## config.mk

```make
export PLATFORM = sky130hd
export DESIGN_NAME = iopmp_rcd_queue
export DESIGN_NICKNAME = d
export VERILOG_FILES = /design/src/rtl/iopmp_pkg.sv /design/src/rtl/iopmp_prio_arb.sv /design/src/rtl/iopmp_rcd_queue.sv
export SDC_FILE = /design/constraint.sdc
export NUM_CORES = 1
export LEC_CHECK = 0
export ABC_AREA = 1
export ABC_CLOCK_PERIOD_IN_PS = 4400
export BUFFER_PORTS_ARGS = -buffer_cell sky130_fd_sc_hd__buf_2
export CAP_MARGIN = 20
export CELL_PAD_IN_SITES_DETAIL_PLACEMENT = 0
export CELL_PAD_IN_SITES_GLOBAL_PLACEMENT = 1
export CORE_ASPECT_RATIO = 1.25
export CORE_MARGIN = 8
export CORE_UTILIZATION = 30
export DETAILED_ROUTE_END_ITERATION = 8
export MAX_ROUTING_LAYER = met4
export PLACE_DENSITY = 0.59
export SETUP_SLACK_MARGIN = 0.15
export SYNTH_ARGS = -nofsm -noshare
export SYNTH_HDL_FRONTEND = slang
export SYNTH_SLANG_ARGS = --single-unit
```

## constraint.sdc

```tcl
create_clock -name clk_i -period 4.4 [get_ports clk_i]
set_input_delay 0.22 -clock clk_i [delete_from_list [all_inputs] [get_ports clk_i]]
set_output_delay 0.22 -clock clk_i [all_outputs]
set_load 0.02 [all_outputs]
```

## src/rtl/iopmp_pkg.sv

```systemverilog
// IOPMP shared types: violation record image, record queue entry and offsets.
// Also provides the helper that packs a queue entry into the 32-bit record image.
package iopmp_pkg;

    localparam int IOPMP_SID_MAX  = 14;
    localparam int IOPMP_LEN_MAX  = 13;
    localparam int IOPMP_ADDR_MAX = 64;

    localparam logic [11:0] IOPMP_RCD_OFF      = 12'h018;
    localparam logic [11:0] IOPMP_RCD_ADDR_OFF = 12'h020;

    localparam int IOPMP_RCD_EXTRA_OVF  = 28;
    localparam int IOPMP_RCD_EXTRA_MORE = 29;

    typedef struct packed {
        logic                     illcgt;
        logic [2:0]               extra;
        logic [IOPMP_LEN_MAX-1:0] length;
        logic                     read;
        logic [IOPMP_SID_MAX-1:0] sid;
    } iopmp_rcd_t;

    typedef struct packed {
        logic                      illcgt;
        logic                      read;
        logic [IOPMP_LEN_MAX-1:0]  len;
        logic [IOPMP_SID_MAX-1:0]  sid;
        logic [IOPMP_ADDR_MAX-1:0] addr;
    } iopmp_rcd_entry_t;

    function automatic iopmp_rcd_t iopmp_rcd_pack(
        input logic                     illcgt,
        input logic                     read,
        input logic [IOPMP_LEN_MAX-1:0] len,
        input logic [IOPMP_SID_MAX-1:0] sid,
        input logic                     ovf,
        input logic                     more
    );
        logic [31:0] w;
        w = {illcgt, 3'b000, len, read, sid};
        w[IOPMP_RCD_EXTRA_OVF]  = ovf;
        w[IOPMP_RCD_EXTRA_MORE] = more;
        return iopmp_rcd_t'(w);
    endfunction

endpackage

```

## src/rtl/iopmp_prio_arb.sv

```systemverilog
// Fixed-priority arbiter: lowest set index wins.
// lost flags any requester that asked in the same cycle but was not granted.
module iopmp_prio_arb #(
    parameter int N = 2
) (
    input  logic [N-1:0] valid,
    output logic [N-1:0] grant,
    output logic         lost
);

    // Two's-complement trick isolates the lowest set bit.
    assign grant = valid & (~valid + N'(1));
    assign lost  = |(valid & ~grant);

endmodule

```

## src/rtl/iopmp_rcd_queue.sv

```systemverilog
// Multi-source IOPMP violation record queue with sticky overflow and irq.
// The head record is exposed as the 32-bit record image plus its address.
module iopmp_rcd_queue
    import iopmp_pkg::*;
#(
    parameter int NR_PORTS   = 2,
    parameter int DEPTH      = 4,
    parameter int SID_WIDTH  = 14,
    parameter int LEN_WIDTH  = 13,
    parameter int ADDR_WIDTH = 64
) (
    input  logic                           clk_i,
    input  logic                           rst_ni,
    input  logic                           enable_i,
    input  logic                           clear_i,
    input  logic [NR_PORTS-1:0]            viol_valid_i,
    input  logic [NR_PORTS*SID_WIDTH-1:0]  viol_sid_i,
    input  logic [NR_PORTS-1:0]            viol_read_i,
    input  logic [NR_PORTS*LEN_WIDTH-1:0]  viol_len_i,
    input  logic [NR_PORTS-1:0]            viol_illcgt_i,
    input  logic [NR_PORTS*ADDR_WIDTH-1:0] viol_addr_i,
    input  logic                           pop_i,
    output logic [31:0]                    rcd_o,
    output logic [ADDR_WIDTH-1:0]          rcd_addr_o,
    output logic                           rcd_valid_o,
    output logic [$clog2(DEPTH):0]         count_o,
    output logic                           ovf_o,
    output logic                           irq_o
);

    localparam int PW = $clog2(DEPTH);
    localparam int CW = PW + 1;

    logic [NR_PORTS-1:0] grant;
    logic                lost;
    logic                any;

    iopmp_prio_arb #(
        .N(NR_PORTS)
    ) u_arb (
        .valid(viol_valid_i),
        .grant(grant),
        .lost (lost)
    );

    assign any = |viol_valid_i;

    iopmp_rcd_entry_t win;

    always_comb begin
        win = '0;
        for (int p = 0; p < NR_PORTS; p++) begin
            if (grant[p]) begin
                win.illcgt = viol_illcgt_i[p];
                win.read   = viol_read_i[p];
                win.len    = IOPMP_LEN_MAX'(viol_len_i[p*LEN_WIDTH +: LEN_WIDTH]);
                win.sid    = IOPMP_SID_MAX'(viol_sid_i[p*SID_WIDTH +: SID_WIDTH]);
                win.addr   = IOPMP_ADDR_MAX'(viol_addr_i[p*ADDR_WIDTH +: ADDR_WIDTH]);
            end
        end
    end

    iopmp_rcd_entry_t slots [DEPTH];
    logic [PW-1:0]    wptr;
    logic [PW-1:0]    rptr;
    logic [CW-1:0]    count;
    logic             ovf;
    logic             irq;

    logic             empty;
    logic             full;
    logic             do_pop;
    logic             do_push;
    logic             drop;
    logic [CW-1:0]    count_next;
    logic             ovf_next;

    assign empty  = (count == '0);
    assign full   = (count == CW'(DEPTH));
    assign do_pop = pop_i & ~empty;

    // A full queue still accepts a push when the head retires in the same cycle.
    assign do_push = enable_i & any & (~full | do_pop);
    assign drop    = enable_i & any & full & ~do_pop;

    always_comb begin
        count_next = count;
        ovf_next   = ovf;
        if (clear_i) begin
            count_next = '0;
            ovf_next   = 1'b0;
        end else begin
            count_next = count + CW'(do_push) - CW'(do_pop);
            ovf_next   = ovf | (enable_i & lost) | drop;
        end
    end

    always_ff @(posedge clk_i or negedge rst_ni) begin
        if (!rst_ni) begin
            wptr  <= '0;
            rptr  <= '0;
            count <= '0;
            ovf   <= 1'b0;
            irq   <= 1'b0;
            for (int i = 0; i < DEPTH; i++) begin
                slots[i] <= '0;
            end
        end else begin
            if (clear_i) begin
                wptr <= '0;
                rptr <= '0;
            end else begin
                if (do_push) begin
                    slots[wptr] <= win;
                    wptr        <= wptr + PW'(1);
                end
                if (do_pop) begin
                    rptr <= rptr + PW'(1);
                end
            end
            count <= count_next;
            ovf   <= ovf_next;
            irq   <= (count_next != '0) | ovf_next;
        end
    end

    iopmp_rcd_entry_t head;
    iopmp_rcd_t       head_rcd;

    assign head     = slots[rptr];
    assign head_rcd = iopmp_rcd_pack(head.illcgt, head.read, head.len,
                                     head.sid, ovf, count > CW'(1));

    assign rcd_valid_o = ~empty;
    assign rcd_o       = empty ? 32'h0 : 32'(head_rcd);
    assign rcd_addr_o  = empty ? '0 : head.addr[ADDR_WIDTH-1:0];
    assign count_o     = count;
    assign ovf_o       = ovf;
    assign irq_o       = irq;

endmodule

```

==> qor.txt, run 1 <==
total number of vias = 20300
IO buf count = 293
# fillers = 7225
Yosys reg bits = 381
HP Class = input pin to flip-flop
drt first pass iters = 5
clock network power share = 26.9%
Power per Cell Area = 628 nW/um^2
r2r worst-path depth = 13
Tightest Pin Transition = 1.12 ns
grt peak-use layer = met2
post-synth top area share = 46.6%
Post-DP Area = 22000 sq um
Synth-to-Final Area Change = 15.5%
drt wl/cell = 21.5 um
I/O pin cnt = 295
Clock Sinks = 381
vias in the first global route = 20500
most frequent cells in the layout = nand2_1 (944), nor2_1 (381), dfrtp_1 (379)
DIE AREA = 76800 sq um
Synth area leader = dfrtp_1
Starting Density = 30.2%
Max Root-Sink Buffers = 3
Sw Pwr = 6.12 mW
WP data arrival = 3.30 ns
Fmax achieved = 284 MHz
unrepaired setup endpoints after global routing = no
Setup Skew = 0.0194 ns
cell count after synthesis = 2767
commonest non-fill, non-tap cell in the layout = nand2_1
std cell rows = 107
max-slew violation count = 0
first-pass GRT wire length = 125000 um
antenna violations before repair = 2
H-tree Lvls = 2
Die Span Y = 308 um
static leakage = 12.3 nW
sequential share of power = 36.1%
Final HPWL DP = 44100 um
grt total ovfl = 0
combinational share of power = 37.0%
core area = 67700 sq um
GRT met1 Usage = 27.0%
# Max-Cap Violations = 0
CTS tree = done
critical path endpoint = rcd_o[15]
Clock Latency Late Sink = 0.59 ns
Slew Limit Headroom = 25.1%
peak supply drop = 405 uV
CP startpoint kind = flip-flop
share of cells above drive strength 1 = 14.1%
# DRC = 0
synthesized area = 20400 sq um
total CTS buffers = 45
internal power = 8.72 mW
DR iter-0 viols = 1981
# resized after CTS = 0
hold depth = 5
status = finished, final reports clean
largest net degree at the start of global routing = 178
r2r endpoint = irq_o
sequential element share of the synthesized area = 46.6%
Clock Root Buffer = clkbuf_16
CP required = 4.18 ns
fin crit share = 80.0%
Period minus WS final = 3.52 ns
CP Launch Point = rptr[0]
met3 GRT Util = 2.80%
Tot GR Track Use = 21.0%
Final Hold Viols = 0
Setup Viol. Count Final = 0
post-route cell area = 23600 sq um
Crit Path Class = flip-flop to output port
YS warnings = 0
Die Wd = 249 um
Power, Total = 14.8 mW
TNS Setup = 0 ns
sw frac = 41.2%
met2 Use GR = 34.4%
post-route ant nets = 0
Avg Vias per Cell = 5.36
Netlist cell types = 23
nets = 3081
Worst-path clk slew = 0.06 ns
crit end category = output port
Mean Syn Cell Area = 7.39 sq um
FF-to-FF Start = count_o[1]
syn_nets = 2969
Post-Route WL = 81500 um
Max FO, Critical Path = 68
flop2flop setup slack = 1.66 ns
Synth area leaders = dfrtp_1 (47%), nand2_1 (17%), nand4_1 (12%)
global placement routability congestion = 0.765
## per-layer routing
metal	vias up	share of wire [%]
met5	-	0
met4	0	2.9
met3	143	5.0
met2	607	48
met1	10100	44
li1	9466	-
## registers in the layout, indices dropped and copies added, names as in the netlist
signal   flops
count_o      3
irq_o        1
ovf_o        1
rptr         2
slots      372
wptr         2
## synth_stat cells
master    number
nand2_1      944
nor2_1       382
dfrtp_1      381
nand4_1      376
o21ai_0      189
buf_2        104
nand3_1       99
a21oi_1       94
clkbuf_1      93
buf_6         28
buf_1         25
buf_4         17
inv_1         16
ha_1           8
inv_2          3
a22oi_1        1
buf_8          1
conb_1         1
fa_1           1
nand2_2        1
nor2_8         1
xnor2_1        1
xor2_1         1
## power groups by stage
stage	combinational, mW	sequential, mW	clock, mW
after global routing	6.13	5.50	4.23
after global placement	5.48	5.37	0
after floorplan	3.76	5.14	0
final	5.49	5.36	3.99
after detailed placement	5.52	5.38	0
after CTS	5.55	5.34	4.10
## per-stage QoR
step	util, %	std cells	hold WS [ns]	setup slack, ns
6_report	34.8	3789	0.0664	0.878
5_1_grt	34.8	3786	0.0818	0.692
4_1_cts	34.8	3786	0.0452	0.813
3_5_place_dp	32.5	3702	0.332	1.46
3_3_place_gp	32.5	3702	0.337	1.48
2_1_floorplan	-	2767	-0.0756	1.77
## critical path, stage by stage (launching register included)
cell	delay, ns
dfrtp_4	0.80
inv_4	0.55
buf_4	0.57
o21ai_0	0.18
a21oi_1	0.31
buf_2	0.23
## area by class of cell
type	count	area, sq um	area share (%)
sequential	381	9540	40.4
multi-input combinational	2099	9470	40.1
timing repair buffer	333	1860	7.89
clock buffer	70	1330	5.64
tap	872	1090	4.62
clock inverter	12	214	0.906
inverter	19	85.1	0.360
antenna	3	7.51	0.0318
## worst min-delay path by stage
stage | startpoint | end | slack [ns]
final | viol_addr_i[47] | slots[326] | 0.07
after global routing | viol_addr_i[25] | slots[25] | 0.08
after CTS | viol_addr_i[47] | slots[326] | 0.05
after detailed placement | rst_ni | slots[204] | 0.33
after global placement | rst_ni | slots[204] | 0.34
after floorplan | rst_ni | count_o[0] | -0.08
## logic make-up (layout without fill, tap and decap cells)
logic type | Yosys count | in the layout | synth area share (%)
XOR/XNOR | 2 | 2 | 0.0857
other | 1 | 4 | 0.0183
buffers and inverters | 287 | 434 | 7.30
adder cells (fa/ha/maj) | 9 | 9 | 0.588
AO/OA/AOI/OAI | 284 | 284 | 6.96
AND/OR/NAND/NOR | 1803 | 1803 | 38.4
flip-flops | 381 | 381 | 46.6
## what timing repair did
item	CTS	global route
buffers inserted	0	0
hold endpoints to repair	96	0
hold buffers	2	0
(Power assumes the default switching activity.)
==> inputs of run 2 (changes only) <==
--- a/config.mk
+++ b/config.mk
@@ -5,8 +5,8 @@
 export SDC_FILE = /design/constraint.sdc
 export NUM_CORES = 1
 export LEC_CHECK = 0
-export ABC_AREA = 1
-export ABC_CLOCK_PERIOD_IN_PS = 4400
+export ABC_AREA = 0
+export ABC_CLOCK_PERIOD_IN_PS = 3600
 export BUFFER_PORTS_ARGS = -buffer_cell sky130_fd_sc_hd__buf_2
 export CAP_MARGIN = 20
 export CELL_PAD_IN_SITES_DETAIL_PLACEMENT = 0
@@ -16,7 +16,7 @@
 export CORE_UTILIZATION = 30
 export DETAILED_ROUTE_END_ITERATION = 8
 export MAX_ROUTING_LAYER = met4
-export PLACE_DENSITY = 0.59
+export PLACE_DENSITY = 0.53
 export SETUP_SLACK_MARGIN = 0.15
 export SYNTH_ARGS = -nofsm -noshare
 export SYNTH_HDL_FRONTEND = slang
==> constraint.sdc (replaced) <==
create_clock -name clk_i -period 3.6 [get_ports clk_i]
set_input_delay 0.18 -clock clk_i [delete_from_list [all_inputs] [get_ports clk_i]]
set_output_delay 0.18 -clock clk_i [all_outputs]
set_load 0.02 [all_outputs]
==> run 2 against run 1 <==
- area after synthesis down 12%
- utilization up 2.0 points
- register-to-register slack worse by 0.65 ns
- die area down 11%
- first-iteration DRC count down 81%
==> qor.txt, run 2 <==
YS warnings = 0 (unchanged)
drt wl/cell = 21.7 um (was 21.5 um)
antenna violations before repair = 2 (unchanged)
Die Span Y = 291 um (was 308 um)
grt total ovfl = 0 (unchanged)
Netlist cell types = 33 (was 23)
Clock Latency Late Sink = 0.55 ns (was 0.59 ns)
CP Launch Point = rptr[0] (unchanged)
most frequent cell after synthesis = dfrtp_1 (was nand2_1)
crit end category = output port (unchanged)
post-synth top area share = 52.7% (was 46.6%)
total CTS buffers = 44 (was 45)
nets = 1656 (was 3081)
Period minus WS final = 2.81 ns
Worst-path clk slew = 0.06 ns (about the same)
delay-heaviest family, CP = flip-flops (was buffers and inverters)
CP required = 3.42 ns (was 4.18 ns)
Max FO, Critical Path = 33 (was 68)
first-pass GRT wire length = 77500 um (was 125000 um)
CP startpoint kind = flip-flop (unchanged)
Synth-to-Final Area Change = 21.3% (was 15.5%)
Setup Viol. Count Final = 0 (unchanged)
Sw Pwr = 4.96 mW (was 6.12 mW)
HP Class = input pin to flip-flop (unchanged)
Setup Skew = 0.00684 ns (was 0.0194 ns)
Post-Route WL = 48800 um (was 81500 um)
Tightest Pin Transition = 0.941 ns (was 1.12 ns)
Starting Density = 30.4% (was 30.2%)
worst path bufs/invs = 2 (was 3)
I/O pin cnt = 295 (unchanged)
Max Root-Sink Buffers = 3 (unchanged)
# resized after CTS = 0 (unchanged)
met1 WL = 21400 um (was 35600 um)
met3 wire len = 1880 um (was 4110 um)
WHS = 0.0469 ns (was 0.0664 ns)
static leakage = 10.5 nW (was 12.3 nW)
sw frac = 31.8% (was 41.2%)
std cell rows = 100 (was 107)
Mean Syn Cell Area = 15.4 sq um (was 7.39 sq um)
Setup WS pre-CTS = 0.985 ns (was 1.46 ns)
internal power = 10.6 mW (was 8.72 mW)
cell count after synthesis = 1177 (was 2767)
Post-synth ARST share = 100% (unchanged)
combinational share of power = 33.1% (was 37.0%)
status = finished, final reports clean (unchanged)
Clock Sinks = 381 (unchanged)
DR iter-0 viols = 385 (was 1981)
setup ws final = 0.791 ns (was 0.878 ns)
H-tree Lvls = 2 (unchanged)
CTS tree = done (unchanged)
crit-path cells = buf_12 > mux4_2 > and2_1 > buf_2 (was inv_4 > buf_4 > o21ai_0 > a21oi_1 > buf_2)
Post-synth EDFFs = 0 (unchanged)
setup bufs post-CTS = 0 (unchanged)
Routed met2 length = 24500 um (was 39400 um)
largest net degree at the start of global routing = 111 (was 178)
share of cells above drive strength 1 = 39.3% (was 14.1%)
Crit Path Class = flip-flop to output port (unchanged)
CP peak stage delay = 0.77 ns (was 0.80 ns)
# Max-Cap Violations = 0 (unchanged)
top_reg_cell synth = dfrtp_1 (unchanged)
peak supply drop = 291 uV (was 405 uV)
Yosys reg bits = 381 (unchanged)
vias in the first global route = 12700 (was 20500)
WP data arrival = 2.63 ns (was 3.30 ns)
Synth area leaders = dfrtp_1 (53%), mux2_1 (17%), mux4_2 (12%) (was dfrtp_1 (47%), nand2_1 (17%), nand4_1 (12%))
commonest non-fill, non-tap cell in the layout = dfrtp_1 (was nand2_1)
Die Wd = 236 um (was 249 um)
sequential element share of the synthesized area = 52.7% (was 46.6%)
Avg Vias per Cell = 4.94 (was 5.36)
Power, Total = 15.6 mW (was 14.8 mW)
Tot GR Track Use = 14.8% (was 21.0%)
DIE AREA = 68400 sq um (was 76800 sq um)
CTS Hold Bufs = 2 (unchanged)
Hold Startpoint = viol_sid_i[17] (was viol_addr_i[47])
# DRC = 0 (unchanged)
global placement routability congestion = 0.696 (was 0.765)
FF-to-FF Start = count_o[1] (unchanged)
clock network power share = 27.6% (was 26.9%)
Synth area leader = dfrtp_1 (unchanged)
Post-synth top cells = dfrtp_1 (381), mux2_1 (280), and2_1 (94) (was nand2_1 (944), nor2_1 (382), dfrtp_1 (381))
Final Hold Viols = 0 (unchanged)
most frequent cells in the layout = dfrtp_1 (379), buf_2 (291), mux2_1 (280) (was nand2_1 (944), nor2_1 (381), dfrtp_1 (379))
Clock Root Buffer = clkbuf_16 (unchanged)
post-route ant nets = 0 (unchanged)
TNS Setup = 0 ns (unchanged)
Critical-path top delay cell = dfrtp_4 (unchanged)
Final HPWL DP = 31500 um (was 44100 um)
fin crit share = 78.0%
drt first pass iters = 6 (was 5)
number of flip-flops in the largest register = 372 (unchanged)
uppermost routed layer = met4 (unchanged)
Slew Limit Headroom = 37.3% (was 25.1%)
Fmax achieved = 356 MHz
Power per Cell Area = 711 nW/um^2 (was 628 nW/um^2)
syn_nets = 1379 (was 2969)
IO buf count = 293 (unchanged)
unrepaired setup endpoints after global routing = no (unchanged)
synthesized area = 18100 sq um (was 20400 sq um)
max-slew violation count = 0 (unchanged)
Largest Register = slots (unchanged)
total number of vias = 11100 (was 20300)
core area = 59600 sq um (was 67700 sq um)
sequential share of power = 39.4% (was 36.1%)
-- run 2: changes by cell type after synthesis, sizes merged, moves of 11 or more --
cell and delta:
nand2 -944, nor2 -377, nand4 -376, mux2 +372, o21ai -186, buf -118
nand3 -99, and2 +94, a22o +93, mux4 +93, a21oi -91, clkbuf -56
inv -11
-- run 2: power by group through the flow --
| stage | registers [mW] | clock network [mW] | logic, mW |
|---|---|---|---|
| after floorplan | 5.91 | 0 | 3.70 |
| after CTS | 6.15 | 4.47 | 5.33 |
| after global routing | 6.31 | 4.62 | 5.63 |
| after global placement | 6.16 | 0 | 5.27 |
| after detailed placement | 6.22 | 0 | 5.32 |
| final | 6.13 | 4.30 | 5.16 |
-- run 2: path summary, 6_finish.rpt --
check / depth (start not counted) / slack [ns] / end
hold reg to reg: 1 / 0.48 / slots[173]
max in group asynchronous: 3 / 2.25 / slots[363]
setup reg to reg: 9 / 1.01 / irq_o
min in group asynchronous: 2 / 0.32 / slots[219]
hold / removal: 3 / 0.05 / slots[346]
setup / recovery: 4 / 0.79 / rcd_addr_o[53]
-- run 2: layout make-up --
cell class                 count  area, sq um
fill                        5715        37600
multi-input combinational    694         8070
inverter                       8         30.0
sequential                   381         9540
tap                          765          957
antenna                        3         7.51
timing repair buffer         325         1950
clock buffer                  65         1310
clock inverter                 7         66.3
-- run 2: cell families after synthesis --
group           Yosys count  share of synthesized area [%]
compound gates          105                           4.94
flops                   381                           52.7
other cells               1                         0.0207
fa+ha+maj                 9                          0.664
mux                     465                           34.7
simple gates            111                           3.90
buf+inv                 102                           2.87
xor+xnor                  3                          0.145
-- run 2: metrics by stage --
step	instance area [sq um]	util [%]	std cells
floorplan	18100	-	1177
global placement	20500	34.5	2171
detailed placement	20500	34.5	2171
CTS	21900	36.8	2245
global route	21900	36.8	2247
finish	21900	36.8	2248
-- run 2: per-layer routing --
layer	global-route usage, %	vias up
met3	2.54	61
met1	18.2	5872
met4	3.57	0
li1	-	4948
met5	-	-
met2	25.0	220
-- run 2: tightest hold or removal path, cell delays in order --
cell	delay [ns]
buf_2	0.08
a22o_1	0.17
mux2_1	0.14
